[src/rtl/ppi_hs_pkg.sv]
// ppi_hs_pkg: shared definitions for the ppi_hs parallel port block.
// It holds the control-word bit positions, the port C pin indices used by
// the mode-1 handshake, and the group mode enum.
// Optional feature macro: PPI_HS_INTR_EN (see ppi_hs.sv).
package ppi_hs_pkg;

  typedef enum logic {MODE0 = 1'b0, MODE1 = 1'b1} mode_e;

  // Mode-set control word (din[CW_MODE_SET] = 1)
  localparam int CW_PCL_IN    = 0;
  localparam int CW_B_IN      = 1;
  localparam int CW_B_MODE    = 2;
  localparam int CW_PCU_IN    = 3;
  localparam int CW_A_IN      = 4;
  localparam int CW_A_MODE_LO = 5;
  localparam int CW_A_MODE_HI = 6;
  localparam int CW_MODE_SET  = 7;

  // Mode-1 port C pin map
  localparam logic [2:0] PC_INTR_B = 3'd0;
  localparam logic [2:0] PC_IBF_B  = 3'd1;  // OBF_n when B is output
  localparam logic [2:0] PC_STB_B  = 3'd2;  // ACK_n when B is output
  localparam logic [2:0] PC_INTR_A = 3'd3;
  localparam logic [2:0] PC_STB_A  = 3'd4;
  localparam logic [2:0] PC_IBF_A  = 3'd5;
  localparam logic [2:0] PC_ACK_A  = 3'd6;
  localparam logic [2:0] PC_OBF_A  = 3'd7;

endpackage

[src/rtl/ppi_hs_chan.sv]
// ppi_hs_chan: mode-1 handshake engine for one port (A or B).
// Synchronises the STB_n/ACK_n pin, detects its edges, and keeps the
// IBF / OBF_n / INTR / INTE flags plus the strobed input register.
// Ports:
//   clk, RESET      clock, synchronous active-high reset
//   clr             control mode-set write: drop all handshake state
//   mode, is_in     group mode and port direction
//   hs_n            raw STB_n (input) or ACK_n (output) pin
//   pins            port pin inputs, captured on the STB_n falling edge
//   rd_ev, rd_end   read access start / end aimed at this port
//   wr_ev           write access aimed at this port
//   inte_we/_wd     INTE bit-set write
//   ibf, obf_n, intr, inte, in_reg   handshake state
// With PPI_HS_INTR_EN undefined, intr and inte are constant 0.
module ppi_hs_chan
  import ppi_hs_pkg::*;
#(
  parameter int W           = 8,
  parameter int SYNC_STAGES = 2
) (
  input  logic         clk,
  input  logic         RESET,
  input  logic         clr,
  input  mode_e        mode,
  input  logic         is_in,
  input  logic         hs_n,
  input  logic [W-1:0] pins,
  input  logic         rd_ev,
  input  logic         rd_end,
  input  logic         wr_ev,
  input  logic         inte_we,
  input  logic         inte_wd,
  output logic         ibf,
  output logic         obf_n,
  output logic         intr,
  output logic         inte,
  output logic [W-1:0] in_reg
);

  logic [SYNC_STAGES-1:0] sync;
  logic                   hs_s, hs_prev, hs_fall, hs_rise, m1;

  assign hs_s    = sync[SYNC_STAGES-1];
  assign hs_fall = hs_prev & ~hs_s;
  assign hs_rise = ~hs_prev & hs_s;
  assign m1      = (mode == MODE1);

  // Synchroniser and edge history run in every mode so that entering
  // mode 1 never sees a stale level as an edge.
  always_ff @(posedge clk) begin
    if (RESET) begin
      sync    <= '1;
      hs_prev <= 1'b1;
    end else begin
      sync[0] <= hs_n;
      for (int i = 1; i < SYNC_STAGES; i++) sync[i] <= sync[i-1];
      hs_prev <= hs_s;
    end
  end

  // Set beats clear when both land in the same cycle.
  always_ff @(posedge clk) begin
    if (RESET || clr) begin
      ibf   <= 1'b0;
      obf_n <= 1'b1;
    end else if (m1) begin
      if (is_in) begin
        if (hs_fall)     ibf <= 1'b1;
        else if (rd_end) ibf <= 1'b0;
      end else begin
        if (wr_ev)        obf_n <= 1'b0;
        else if (hs_fall) obf_n <= 1'b1;
      end
    end
  end

  // A new strobe while IBF is still set simply overwrites (overrun).
  always_ff @(posedge clk) begin
    if (RESET)                      in_reg <= '0;
    else if (m1 && is_in && hs_fall) in_reg <= pins;
  end

`ifdef PPI_HS_INTR_EN
  always_ff @(posedge clk) begin
    if (RESET || clr) begin
      intr <= 1'b0;
      inte <= 1'b0;
    end else begin
      if (inte_we) inte <= inte_wd;
      if (m1) begin
        if (is_in) begin
          if (hs_rise)    intr <= inte & ibf;
          else if (rd_ev) intr <= 1'b0;
        end else begin
          if (hs_rise)    intr <= inte & obf_n;
          else if (wr_ev) intr <= 1'b0;
        end
      end
    end
  end
`else
  logic unused_intr;
  assign unused_intr = ^{rd_ev, inte_we, inte_wd, hs_rise};
  assign intr = 1'b0;
  assign inte = 1'b0;
`endif

endmodule

[src/rtl/ppi_hs.sv]
// ppi_hs: programmable parallel interface with two W-bit ports (A, B),
// an 8-bit port C and an optional strobed handshake (mode 1) on A and B.
// Ports:
//   clk, RESET                 clock, synchronous active-high reset
//   cs_n, rd_n, wr_n, a, din   bus access (a: 0=A 1=B 2=C 3=control)
//   dout                       read data, 0 unless a read is active
//   pa_in/pa_out/pa_oe         port A pins, latch, drive enable (same for B)
//   pc_in/pc_out/pc_oe         port C pins, latch with handshake overlay, per-bit enable
//   intr_a, intr_b             interrupt requests
// Macro PPI_HS_INTR_EN enables the INTE/INTR logic; when undefined the
// interrupts are tied low and INTE writes are ignored.
module ppi_hs
  import ppi_hs_pkg::*;
#(
  parameter int W           = 8,
  parameter int SYNC_STAGES = 2
) (
  input  logic         clk,
  input  logic         RESET,
  input  logic         cs_n,
  input  logic         rd_n,
  input  logic         wr_n,
  input  logic [1:0]   a,
  input  logic [W-1:0] din,
  output logic [W-1:0] dout,
  input  logic [W-1:0] pa_in,
  input  logic [W-1:0] pb_in,
  output logic [W-1:0] pa_out,
  output logic [W-1:0] pb_out,
  output logic         pa_oe,
  output logic         pb_oe,
  input  logic [7:0]   pc_in,
  output logic [7:0]   pc_out,
  output logic [7:0]   pc_oe,
  output logic         intr_a,
  output logic         intr_b
);

  logic         a_in, b_in, pcl_in, pcu_in;
  mode_e        a_mode, b_mode;
  logic [W-1:0] pa_lat, pb_lat;
  logic [7:0]   pc_lat;

  // ---- access events: one per strobe ----
  logic       rd_pend, wr_pend, rd_ev, wr_ev, rd_end;
  logic [1:0] rd_a;

  assign rd_ev  = !cs_n && !rd_n && wr_n && !rd_pend;
  assign wr_ev  = !cs_n && !wr_n && rd_n && !wr_pend;
  assign rd_end = rd_pend && rd_n;

  always_ff @(posedge clk) begin
    if (RESET) begin
      rd_pend <= 1'b0;
      wr_pend <= 1'b0;
      rd_a    <= 2'd0;
    end else begin
      if (rd_ev) begin
        rd_pend <= 1'b1;
        rd_a    <= a;   // rd_end must go to the port that was read
      end else if (rd_end) begin
        rd_pend <= 1'b0;
      end
      if (wr_ev)     wr_pend <= 1'b1;
      else if (wr_n) wr_pend <= 1'b0;
    end
  end

  // ---- control word and output latches ----
  logic       mode_set, bit_set;
  logic [2:0] bsel;

  assign mode_set = wr_ev && (a == 2'd3) && din[CW_MODE_SET];
  assign bit_set  = wr_ev && (a == 2'd3) && !din[CW_MODE_SET];
  assign bsel     = din[3:1];

  always_ff @(posedge clk) begin
    if (RESET) begin
      a_in   <= 1'b1;
      b_in   <= 1'b1;
      pcl_in <= 1'b1;
      pcu_in <= 1'b1;
      a_mode <= MODE0;
      b_mode <= MODE0;
      pa_lat <= '0;
      pb_lat <= '0;
      pc_lat <= '0;
    end else if (mode_set) begin
      pcl_in <= din[CW_PCL_IN];
      b_in   <= din[CW_B_IN];
      b_mode <= din[CW_B_MODE] ? MODE1 : MODE0;
      pcu_in <= din[CW_PCU_IN];
      a_in   <= din[CW_A_IN];
      // Any nonzero A mode field selects mode 1.
      a_mode <= (|din[CW_A_MODE_HI:CW_A_MODE_LO]) ? MODE1 : MODE0;
      pa_lat <= '0;
      pb_lat <= '0;
      pc_lat <= '0;
    end else if (wr_ev) begin
      case (a)
        2'd0: pa_lat <= din;
        2'd1: pb_lat <= din;
        2'd2: pc_lat <= din[7:0];
        2'd3: pc_lat[bsel] <= din[0];
      endcase
    end
  end

  // ---- handshake channels ----
  logic         ibf_a, obf_n_a, intr_a_i, inte_a, ibf_b, obf_n_b, intr_b_i, inte_b;
  logic [W-1:0] in_reg_a, in_reg_b;
  logic         inte_we_a, inte_we_b;

  // INTE shares its bit position with the STB_n/ACK_n pin of that port.
  assign inte_we_a = bit_set && (a_mode == MODE1) &&
                     (a_in ? (bsel == PC_STB_A) : (bsel == PC_ACK_A));
  assign inte_we_b = bit_set && (b_mode == MODE1) && (bsel == PC_STB_B);

  ppi_hs_chan #(.W(W), .SYNC_STAGES(SYNC_STAGES)) u_chan_a (
    .clk     (clk),
    .RESET   (RESET),
    .clr     (mode_set),
    .mode    (a_mode),
    .is_in   (a_in),
    .hs_n    (a_in ? pc_in[PC_STB_A] : pc_in[PC_ACK_A]),
    .pins    (pa_in),
    .rd_ev   (rd_ev && (a == 2'd0)),
    .rd_end  (rd_end && (rd_a == 2'd0)),
    .wr_ev   (wr_ev && (a == 2'd0)),
    .inte_we (inte_we_a),
    .inte_wd (din[0]),
    .ibf     (ibf_a),
    .obf_n   (obf_n_a),
    .intr    (intr_a_i),
    .inte    (inte_a),
    .in_reg  (in_reg_a)
  );

  ppi_hs_chan #(.W(W), .SYNC_STAGES(SYNC_STAGES)) u_chan_b (
    .clk     (clk),
    .RESET   (RESET),
    .clr     (mode_set),
    .mode    (b_mode),
    .is_in   (b_in),
    .hs_n    (pc_in[PC_STB_B]),
    .pins    (pb_in),
    .rd_ev   (rd_ev && (a == 2'd1)),
    .rd_end  (rd_end && (rd_a == 2'd1)),
    .wr_ev   (wr_ev && (a == 2'd1)),
    .inte_we (inte_we_b),
    .inte_wd (din[0]),
    .ibf     (ibf_b),
    .obf_n   (obf_n_b),
    .intr    (intr_b_i),
    .inte    (inte_b),
    .in_reg  (in_reg_b)
  );

  // ---- port outputs ----
  assign pa_out = pa_lat;
  assign pb_out = pb_lat;
  assign pa_oe  = !a_in;
  assign pb_oe  = !b_in;
  assign intr_a = intr_a_i;
  assign intr_b = intr_b_i;

  // Port C: plain latch/pin per group, then the mode-1 handshake bits
  // are overlaid on the drive value, the enable and the read-back value.
  logic [7:0] pc_out_c, pc_oe_c, pc_rd;

  always_comb begin
    pc_out_c = pc_lat;
    pc_oe_c  = {{4{!pcu_in}}, {4{!pcl_in}}};
    pc_rd    = (pc_lat & pc_oe_c) | (pc_in & ~pc_oe_c);
    if (a_mode == MODE1) begin
      pc_out_c[PC_INTR_A] = intr_a_i;
      pc_oe_c[PC_INTR_A]  = 1'b1;
      pc_rd[PC_INTR_A]    = intr_a_i;
      if (a_in) begin
        pc_out_c[PC_IBF_A] = ibf_a;
        pc_oe_c[PC_STB_A]  = 1'b0;
        pc_oe_c[PC_IBF_A]  = 1'b1;
        pc_rd[PC_STB_A]    = inte_a;
        pc_rd[PC_IBF_A]    = ibf_a;
      end else begin
        pc_out_c[PC_OBF_A] = obf_n_a;
        pc_oe_c[PC_ACK_A]  = 1'b0;
        pc_oe_c[PC_OBF_A]  = 1'b1;
        pc_rd[PC_ACK_A]    = inte_a;
        pc_rd[PC_OBF_A]    = obf_n_a;
      end
    end
    if (b_mode == MODE1) begin
      pc_out_c[PC_INTR_B] = intr_b_i;
      pc_out_c[PC_IBF_B]  = b_in ? ibf_b : obf_n_b;
      pc_oe_c[PC_INTR_B]  = 1'b1;
      pc_oe_c[PC_IBF_B]   = 1'b1;
      pc_oe_c[PC_STB_B]   = 1'b0;
      pc_rd[PC_INTR_B]    = intr_b_i;
      pc_rd[PC_IBF_B]     = b_in ? ibf_b : obf_n_b;
      pc_rd[PC_STB_B]     = inte_b;
    end
  end

  assign pc_out = pc_out_c;
  assign pc_oe  = pc_oe_c;

  // ---- read mux ----
  logic [7:0] ctrl_rd;
  assign ctrl_rd = {1'b1, 1'b0, a_mode == MODE1, a_in, pcu_in, b_mode == MODE1, b_in, pcl_in};

  always_comb begin
    dout = '0;
    if (!cs_n && !rd_n) begin
      case (a)
        2'd0: dout = a_in ? ((a_mode == MODE1) ? in_reg_a : pa_in) : pa_lat;
        2'd1: dout = b_in ? ((b_mode == MODE1) ? in_reg_b : pb_in) : pb_lat;
        2'd2: dout = W'(pc_rd);
        2'd3: dout = W'(ctrl_rd);
      endcase
    end
  end

endmodule
[config.mk]
export PLATFORM = sky130hd
export DESIGN_NAME = ppi_hs
export DESIGN_NICKNAME = d
export VERILOG_FILES = /design/src/rtl/ppi_hs_pkg.sv /design/src/rtl/ppi_hs_chan.sv /design/src/rtl/ppi_hs.sv
export SDC_FILE = /design/constraint.sdc
export NUM_CORES = 1
export LEC_CHECK = 0
export CORE_MARGIN = 3
export CORE_UTILIZATION = 53
export CTS_CLUSTER_SIZE = 20
export DETAILED_ROUTE_END_ITERATION = 6
export PLACE_DENSITY_LB_ADDON = 0.2
export SKIP_LAST_GASP = 1
export SYNTH_ARGS = -nofsm -noshare
export SYNTH_HDL_FRONTEND = slang
export SYNTH_SLANG_ARGS = --single-unit
[constraint.sdc]
create_clock -name clk -period 3.3 [get_ports clk]
set_input_delay 0.66 -clock clk [delete_from_list [all_inputs] [get_ports clk]]
set_output_delay 0.66 -clock clk [all_outputs]
set_load 0.05 [all_outputs]
-- Word level (Yosys, flattened, before mapping)
Cells that the tools add are included.
- bits in registers: 60
- latch bits: 0
- bits in writable memories: 0
- memory bits (read-only): 0
- input bits: 39
- word-level logic and storage cells: 124
- memories: 0
- add/subtract/negate cells: 0
- multiply operators: 0
- div/mod/pow operators: 0
- order comparisons: 2
- equal/unequal tests: 4
- shift operators: 0
- multiplexer cells: 40
- bitwise gates (word level): 10
- reduce and logical (&&, ||, !) cells: 46
- operators with widths (operator ; number):
    2-to-1 mux 8 bit ; 5
    case mux 8 bit (4 select lines) ; 1
    2-to-1 mux 1 bit ; 22
    logical AND 1 bit ; 18
    AND 8 bit ; 2
    case mux 8 bit (2 select lines) ; 1
    nonzero test 2 bit ; 7
    AND reduction 3 bit ; 4
    2-to-1 mux 2 bit ; 5
    2-to-1 mux 5 bit ; 2
    zero test 1 bit ; 9
    bitwise mux 8 bit ; 1
    inverter 8 bit ; 1
    OR 8 bit ; 1
    2-to-1 mux 3 bit ; 2
    AND reduction 2 bit ; 3
    equality test 2 x 1 -> 1 bit (second input constant) ; 2
    equality test 2 bit (second input constant) ; 2
    zero test 2 bit ; 2
    less-than comparator 3 x 4 -> 1 bit (second input constant) ; 1
    inverter 1 bit ; 4
    OR reduction 2 bit ; 2
    demux 1 bit (select 3 bit) ; 1
    >= comparator 3 x 1 -> 1 bit (second input constant) ; 1
    2 further kinds ; 3

-- Logic depth before layout (Yosys ltp)
Gate-level depths: netlist of the first run.
- depth in word-level cells: 8
- gate-level depth with buffers: 6
- depth with buffers taken out: 4

-- Modules after synthesis
From an unflattened synthesis of the first run, not the netlist that was laid out.
- cell total of the unflattened synthesis: 443
- area, all modules: 3574.7 um^2
- modules (own cells, without submodules) (module ; times used ; cells an instance ; area an instance (um^2)):
    ppi_hs ; 1 ; 333 ; 2446.1
    ppi_hs_chan ; 2 ; 55 ; 564.3

-- Least setup slack after synthesis of the first run
Ideal clock, no wire load.
- path type: in2out
- start point: in a[1]
- end point: out dout[7]
- arrival: 2.586 ns
- setup slack: 0.054 ns
- stages on the path: 5
- buffers on the path: 3
- cell sequence: clkbuf_1 > buf_2 > buf_2 > nor3_1 > a311oi_1
- longest elaborated chain between the ends: 3
- elaborated cells on any way between the ends: 6
- those cells by class: eq/ne: 3; mux: 2; reduce/logical: 1
- RTL lines (item ; line ; source):
    from (decl) ; ppi_hs.sv:23 ; input logic [1:0] a,
    equality test 2 bit (tied with other cells) ; ppi_hs.sv:215 ; case (a)
    case mux 8 bit (4 select lines) * ; ppi_hs.sv:215 ;
    2-to-1 mux 8 bit * ; ppi_hs.sv:214 ; if (!cs_n && !rd_n) begin
    to (decl) ; ppi_hs.sv:25 ; output logic [W-1:0] dout,
Every way passes the cells marked *; elsewhere a longest branch is shown, timed or not.

-- Worst setup path in the final report of the first run
- start point: reg a_mode
- end point: out pc_out[5]
- longest elaborated chain between the ends: 1
- RTL lines (item ; line ; source):
    from (decl) ; ppi_hs.sv:40 ; mode_e a_mode, b_mode;
    from (signal assigned) ; ppi_hs.sv:95 ; a_mode <= (|din[CW_A_MODE_HI:CW_A_MODE_LO]) ? MODE1 : MODE0;
    2-to-1 mux 1 bit ; ppi_hs.sv:175 ; if (a_mode == MODE1) begin
    to (decl) ; ppi_hs.sv:33 ; output logic [7:0] pc_out,
No other way between the ends.

==> impl_metrics.json, run 1 <==
{
  "status": "finished, final reports clean",
  "synth_flop_cell": "dfxtp_1",
  "worstPathMaxFanout": 12,
  "peakVddDrop_uv": 254.3,
  "synth_top_area_cell": "dfxtp_1",
  "worst_path_max_delay_cell": "clkdlybuf4s50_1",
  "drtAntennaViolNets": 0,
  "wire_per_inst_um": 17.26,
  "layout.area.seq_mm2": 0.001201,
  "area_delta_synth_final_pct": 31.76,
  "final_cell_mix": "72 x clkdlybuf4s50_1, 60 x dfxtp_1, 58 x nand2_1",
  "cts_setup_buffers": 0,
  "max_clock_freq_mhz": 320.6,
  "critPathBufInv": 1,
  "cts_made_buffers": 9,
  "rsz0062_at_grt": "no",
  "place.gp.congestion": 0.9139,
  "cts_buffer_depth": 2,
  "grt_pass1_wl_um": 15410,
  "hold_buffers": 0,
  "slew_headroom_pct": 51.42,
  "grt_overflow": 0,
  "finalSetupTns_ns": 0,
  "start_kind": "flop",
  "antenna_found_initial": 0,
  "drt_iter0_drc": 314,
  "cts.reportedPaths.clkPinSlew_ns": 0.07,
  "io_pins": 83,
  "final_hold_viol_count": 0,
  "multi_input_area_mm2": 0.001873,
  "crit_required_ns": 2.64,
  "crit_arrival_ns": 2.46,
  "finalNetCount": 512,
  "synth_edf_count": 0,
  "p_leak_uw": 0.001657,
  "cts_tree": "done",
  "start_util_pct": 55.37,
  "post_drt_via_cell_ratio": 5.982,
  "netlist_area_mm2": 0.003317,
  "grt_max_degree": 34,
  "slowest_delay_ns": 0.81,
  "hold_class": "reg2reg",
  "worstMarginPinSlew_ns": 0.7277,
  "post-route-min-period_ns": 3.119,
  "num_rows": 28,
  "final_common_cell": "clkdlybuf4s50_1",
  "drt-pass1-iter-count": 5,
  "clock_skew_ns": 0.01047,
  "htreeDepth": 3,
  "path_cells": "nand2_1, mux2_2, clkdlybuf4s50_1",
  "cp-end-kind": "primary output",
  "synth_cell_types": 47,
  "drv_cap": 0,
  "synthCells": 409,
  "ctsResizeCount": 0,
  "dr_total_vias": 3302,
  "die_h_um": 85.11,
  "drive_gt1_share_pct": 11.32,
  "setup_viol": 0,
  "fillers": 454,
  "dieWidth_um": 85.11,
  "hpwlAfterDp_um": 6924,
  "crit_family": "buffers and inverters",
  "crit_type": "reg2out",
  "grt_use_total_pct": 26.81,
  "route.final.wire_length_um": 9529,
  "grt_pass1_vias": 3044,
  "finalPower_uw": 1665,
  "power_density_mw_per_mm2": 380.9,
  "clkLatencyLatePin_ns": 0.34,
  "antennaDiodeCount": 0,
  "yosys-top-cells-area": "dfxtp_1 36%, mux2i_1 11%, nand2_1 6.6%",
  "slew_violations": 0,
  "synthArstFlopShare_pct": 0,
  "coreArea_mm2": 0.005991,
  "synth.avg_cell_area_um2": 8.110,
  "synth.yosys.warnings": 0,
  "netlist.area_leader.share_pct": 36.21,
  "die_area_mm2": 0.007244,
  "cts_sinks": 60,
  "finalCritPeriodShare_pct": 94.51,
  "port_buffers": 80,
  "cts_root_buf": "clkbuf_8",
  "ys_ff_latch": 60,
  "drc_errors": 0,
  "seq_area_frac_synth_pct": 36.21
}
-- per-stage QoR --
step | setup WS, ns | hold slack [ns] | cells | area [um^2] | util [%]
6_report | 0.1813 | 0.4128 | 552 | 4370 | 72.95
4_1_cts | 0.1941 | 0.4166 | 552 | 4370 | 72.95
3_5_place_dp | 0.2474 | 0.3999 | 537 | 4180 | 69.78
3_3_place_gp | 0.2519 | 0.3909 | 537 | 4180 | 69.78
5_1_grt | 0.08908 | 0.4345 | 552 | 4370 | 72.95
2_1_floorplan | 0.05377 | 0.3895 | 410 | 3321 | -
-- layout make-up --
cell class,instances,share of cell area [%]
clock buffers,10,3.149
flip-flops and latches,60,27.48
well taps,75,2.147
repair buffers,94,22.56
inverters,7,0.6012
clock inverters,5,1.202
multi-input cells,301,42.86
-- report_power, final --
group          leakage, uW  switching (uW)  internal [uW]
combinational      0.00107             152            121
clock            0.0000979             287            361
sequential        0.000486            10.3            734
-- final timing paths --
| path | start | endpoint | slack, ns | cells after the start |
|---|---|---|---|---|
| max | a_mode | pc_out[5] | 0.18 | 3 |
| max reg2reg | b_mode | u_chan_b.in_reg[7] | 1.36 | 4 |
| min reg2reg | u_chan_b.sync[0] | u_chan_b.sync[1] | 0.41 | 1 |
| min | u_chan_b.sync[0] | u_chan_b.sync[1] | 0.41 | 1 |
-- cells in the mapped netlist (6+ instances only) --
| cell | instances |
|---|---|
| nor2b_1 | 6 |
| mux2i_1 | 37 |
| nor3_1 | 9 |
| clkbuf_1 | 16 |
| a211oi_1 | 11 |
| o211ai_1 | 6 |
| a21oi_1 | 38 |
| nand3_1 | 11 |
| o21ai_0 | 10 |
| or2_2 | 8 |
| dfxtp_1 | 60 |
| buf_2 | 14 |
| nor2_1 | 39 |
| nor3b_1 | 8 |
| nand2_1 | 58 |
| buf_4 | 10 |
| inv_1 | 6 |
-- kinds of logic after synthesis --
family	Yosys count	share of synthesized area (%)
buffers and inverters	49	7.431
flip-flops	60	36.21
AO/OA/AOI/OAI	94	18.26
AND/OR/NAND/NOR	163	25.12
other	1	0.1131
multiplexers	42	12.86
-- layer usage --
| layer | share of wire (%) | GRT usage, % | wire length, um |
|---|---|---|---|
| met1 | 42 | 36.40 | 4007 |
| met2 | 48 | 42.87 | 4536 |
| met3 | 8.7 | 5.049 | 828 |
| met4 | 1.6 | 9.065 | 156 |
| met5 | 0 | 0 | 0 |
Power figures use the tool's default switching activity.
==> inputs of run 2 (changes only) <==
--- a/config.mk
+++ b/config.mk
@@ -6,11 +6,12 @@
 export NUM_CORES = 1
 export LEC_CHECK = 0
 export CORE_MARGIN = 3
-export CORE_UTILIZATION = 53
+export CORE_UTILIZATION = 54
 export CTS_CLUSTER_SIZE = 20
 export DETAILED_ROUTE_END_ITERATION = 6
 export PLACE_DENSITY_LB_ADDON = 0.2
 export SKIP_LAST_GASP = 1
 export SYNTH_ARGS = -nofsm -noshare
 export SYNTH_HDL_FRONTEND = slang
+export SYNTH_HIERARCHICAL = 1
 export SYNTH_SLANG_ARGS = --single-unit
==> impl_metrics.json, run 2 <==
{
  "r2r_setup_slack_ns": 1.07,
  "start_kind": "primary input",
  "crit_arrival_ns": 2.53,
  "cts_tree": "done",
  "final_common_cell": "clkdlybuf4s50_1",
  "place.gp.congestion": 0.9324,
  "cts.reportedPaths.clkPinSlew_ns": 0.06,
  "worstPathMaxFanout": 8,
  "cp-end-kind": "primary output",
  "max_clock_freq_mhz": 313.4,
  "die_h_um": 86.91,
  "synthCells": 436,
  "crit_required_ns": 2.64,
  "drt-pass1-iter-count": 5,
  "final_cell_mix": "70 x clkdlybuf4s50_1, 60 x dfxtp_1, 50 x nand2_1",
  "cts_buffer_depth": 2,
  "dr_total_vias": 3521,
  "io_pins": 83,
  "hold_buffers": 0,
  "worst_path_max_delay_cell": "clkdlybuf4s50_1",
  "clkLatencyLatePin_ns": 0.35,
  "post-route-min-period_ns": 3.191,
  "ctsResizeCount": 0,
  "combPwrFrac_pct": 16.9,
  "area_delta_synth_final_pct": 33.13,
  "clock_skew_ns": 0.01019,
  "finalCritPeriodShare_pct": 96.69,
  "antennaDiodeCount": 0,
  "p_seq_share_pct": 41.5,
  "netlist_area_mm2": 0.003535,
  "peakVddDrop_uv": 269.0,
  "r2r_start": "wr_pend",
  "startpoint": "a[0]",
  "cts_sinks": 60,
  "reg2reg_to": "u_chan_b/ibf",
  "finalNetCount": 547,
  "coreArea_mm2": 0.006131,
  "cts_root_buf": "clkbuf_8",
  "start_util_pct": 57.65,
  "slowest_delay_ns": 0.58,
  "wire_per_inst_um": 18.58,
  "port_buffers": 80,
  "final_core_util_pct": 76.76,
  "crit_type": "in2out",
  "slew_headroom_pct": 60.65,
  "grt_overflow": 0,
  "drc_errors": 0,
  "setup_viol": 0,
  "netSwitchingPower_uw": 475.7,
  "final_hold_viol_count": 0,
  "drv_cap": 0,
  "cts_made_buffers": 9,
  "power_density_mw_per_mm2": 380.2,
  "worstMarginPinSlew_ns": 0.5895,
  "finalSetupTns_ns": 0,
  "hpwlAfterDp_um": 8046,
  "rsz0062_at_grt": "no",
  "clock_power_share_pct": 41.6,
  "path_cells": "clkdlybuf4s50_1, clkinv_1, buf_4, mux2i_1, a211oi_1, buf_4, buf_12",
  "slew_violations": 0,
  "cp_common_cell": "buf_4",
  "grt_pass1_wl_um": 17040,
  "num_rows": 28,
  "grt_use_total_pct": 29.64,
  "grt_pass1_vias": 3368,
  "synth.yosys.warnings": 6,
  "cts_setup_buffers": 0,
  "drt_iter0_drc": 270,
  "synth.avg_cell_area_um2": 8.107,
  "reg2regPathDepth": 5,
  "htreeDepth": 3,
  "die_area_mm2": 0.007552,
  "hold_class": "reg2reg",
  "drtAntennaViolNets": 0,
  "p_leak_uw": 0.001782,
  "p_int_uw": 1314,
  "endpoint": "dout[3]",
  "drive_gt1_share_pct": 11.50,
  "status": "finished, final reports clean",
  "antenna_found_initial": 1,
  "route.final.wire_length_um": 10930,
  "post_drt_via_cell_ratio": 5.988,
  "dieWidth_um": 86.91,
  "grt_max_degree": 32,
  "p_sw_share_pct": 26.59
}
## run 2: cell count changes in the layout (fill, tap and decap cells not counted), moves of 7 or more
| cell | delta |
|---|---|
| buf_4 | +9 |
| nand2b_1 | +33 |
| nand2_1 | -8 |
| a21oi_1 | -8 |
| nand3_1 | +9 |
| mux2i_1 | +10 |
| nor2_1 | -17 |
| o21ai_0 | +8 |
| or2_2 | -7 |
## run 2: how the worst min path moves through the flow
| stage | from | to | slack [ns] | cells past startpoint |
|---|---|---|---|---|
| finish | u_chan_b/sync[0] | u_chan_b/sync[1] | 0.41 | 1 |
| global route | u_chan_b/sync[0] | u_chan_b/sync[1] | 0.43 | 1 |
| CTS | u_chan_b/sync[0] | u_chan_b/sync[1] | 0.41 | 1 |
| detailed placement | u_chan_a/sync[0] | u_chan_a/sync[1] | 0.40 | 1 |
| global placement | u_chan_b/sync[0] | u_chan_b/sync[1] | 0.39 | 1 |
| floorplan | u_chan_a/sync[0] | u_chan_a/sync[1] | 0.38 | 1 |
## run 2: power groups by stage
stage	Combinational, uW	Clock (uW)	Sequential [uW]
6_report	302	745	743
3_5_place_dp	297	0	759
2_1_floorplan	161	0	763
4_1_cts	298	749	743
3_3_place_gp	292	0	759
5_1_grt	320	780	744
## run 2: cell type report
type	instances	area, um^2
multi-input cells	322	2073
inverters	12	46.29
well taps	75	93.84
clock inverters	4	72.57
clock buffers	12	145.1
flip-flops and latches	60	1201
repair buffers	103	1074
fillers	472	1425
## run 2: through the flow
step	instances	setup slack, ns	total power (uW)	hold WS [ns]	instance area, um^2
after floorplan	438	0.01275	923.4	0.3832	3555
after global placement	572	0.1834	1051	0.3853	4488
after detailed placement	572	0.1695	1056	0.3979	4488
after CTS	588	0.1459	1790	0.4139	4706
after global routing	588	0.01279	1844	0.4272	4706
final	588	0.1091	1789	0.4086	4706
## run 2: metal layers
metal | up-vias | GRT usage [%] | part of all wire, %
met2 | 166 | 47.34 | 47
li1 | 1672 | - | -
met4 | 2 | 12.18 | 2.7
met5 | - | 0 | 0.12
met1 | 1656 | 38.34 | 42
met3 | 25 | 7.001 | 8.3
## run 2: worst max-delay path, delay by kind of cell
| family | cells | cell delay (ns) |
|---|---|---|
| buffers and inverters | 5 | 1.39 |
| AO/OA/AOI/OAI | 1 | 0.34 |
| multiplexers | 1 | 0.13 |
==> inputs of run 3 (changes only) <==
--- a/config.mk
+++ b/config.mk
@@ -5,6 +5,7 @@
 export SDC_FILE = /design/constraint.sdc
 export NUM_CORES = 1
 export LEC_CHECK = 0
+export CAP_MARGIN = 10
 export CORE_MARGIN = 3
 export CORE_UTILIZATION = 54
 export CTS_CLUSTER_SIZE = 20
==> results of run 3 <==
The final DEF is identical to that of run 2; final timing and power are the same.
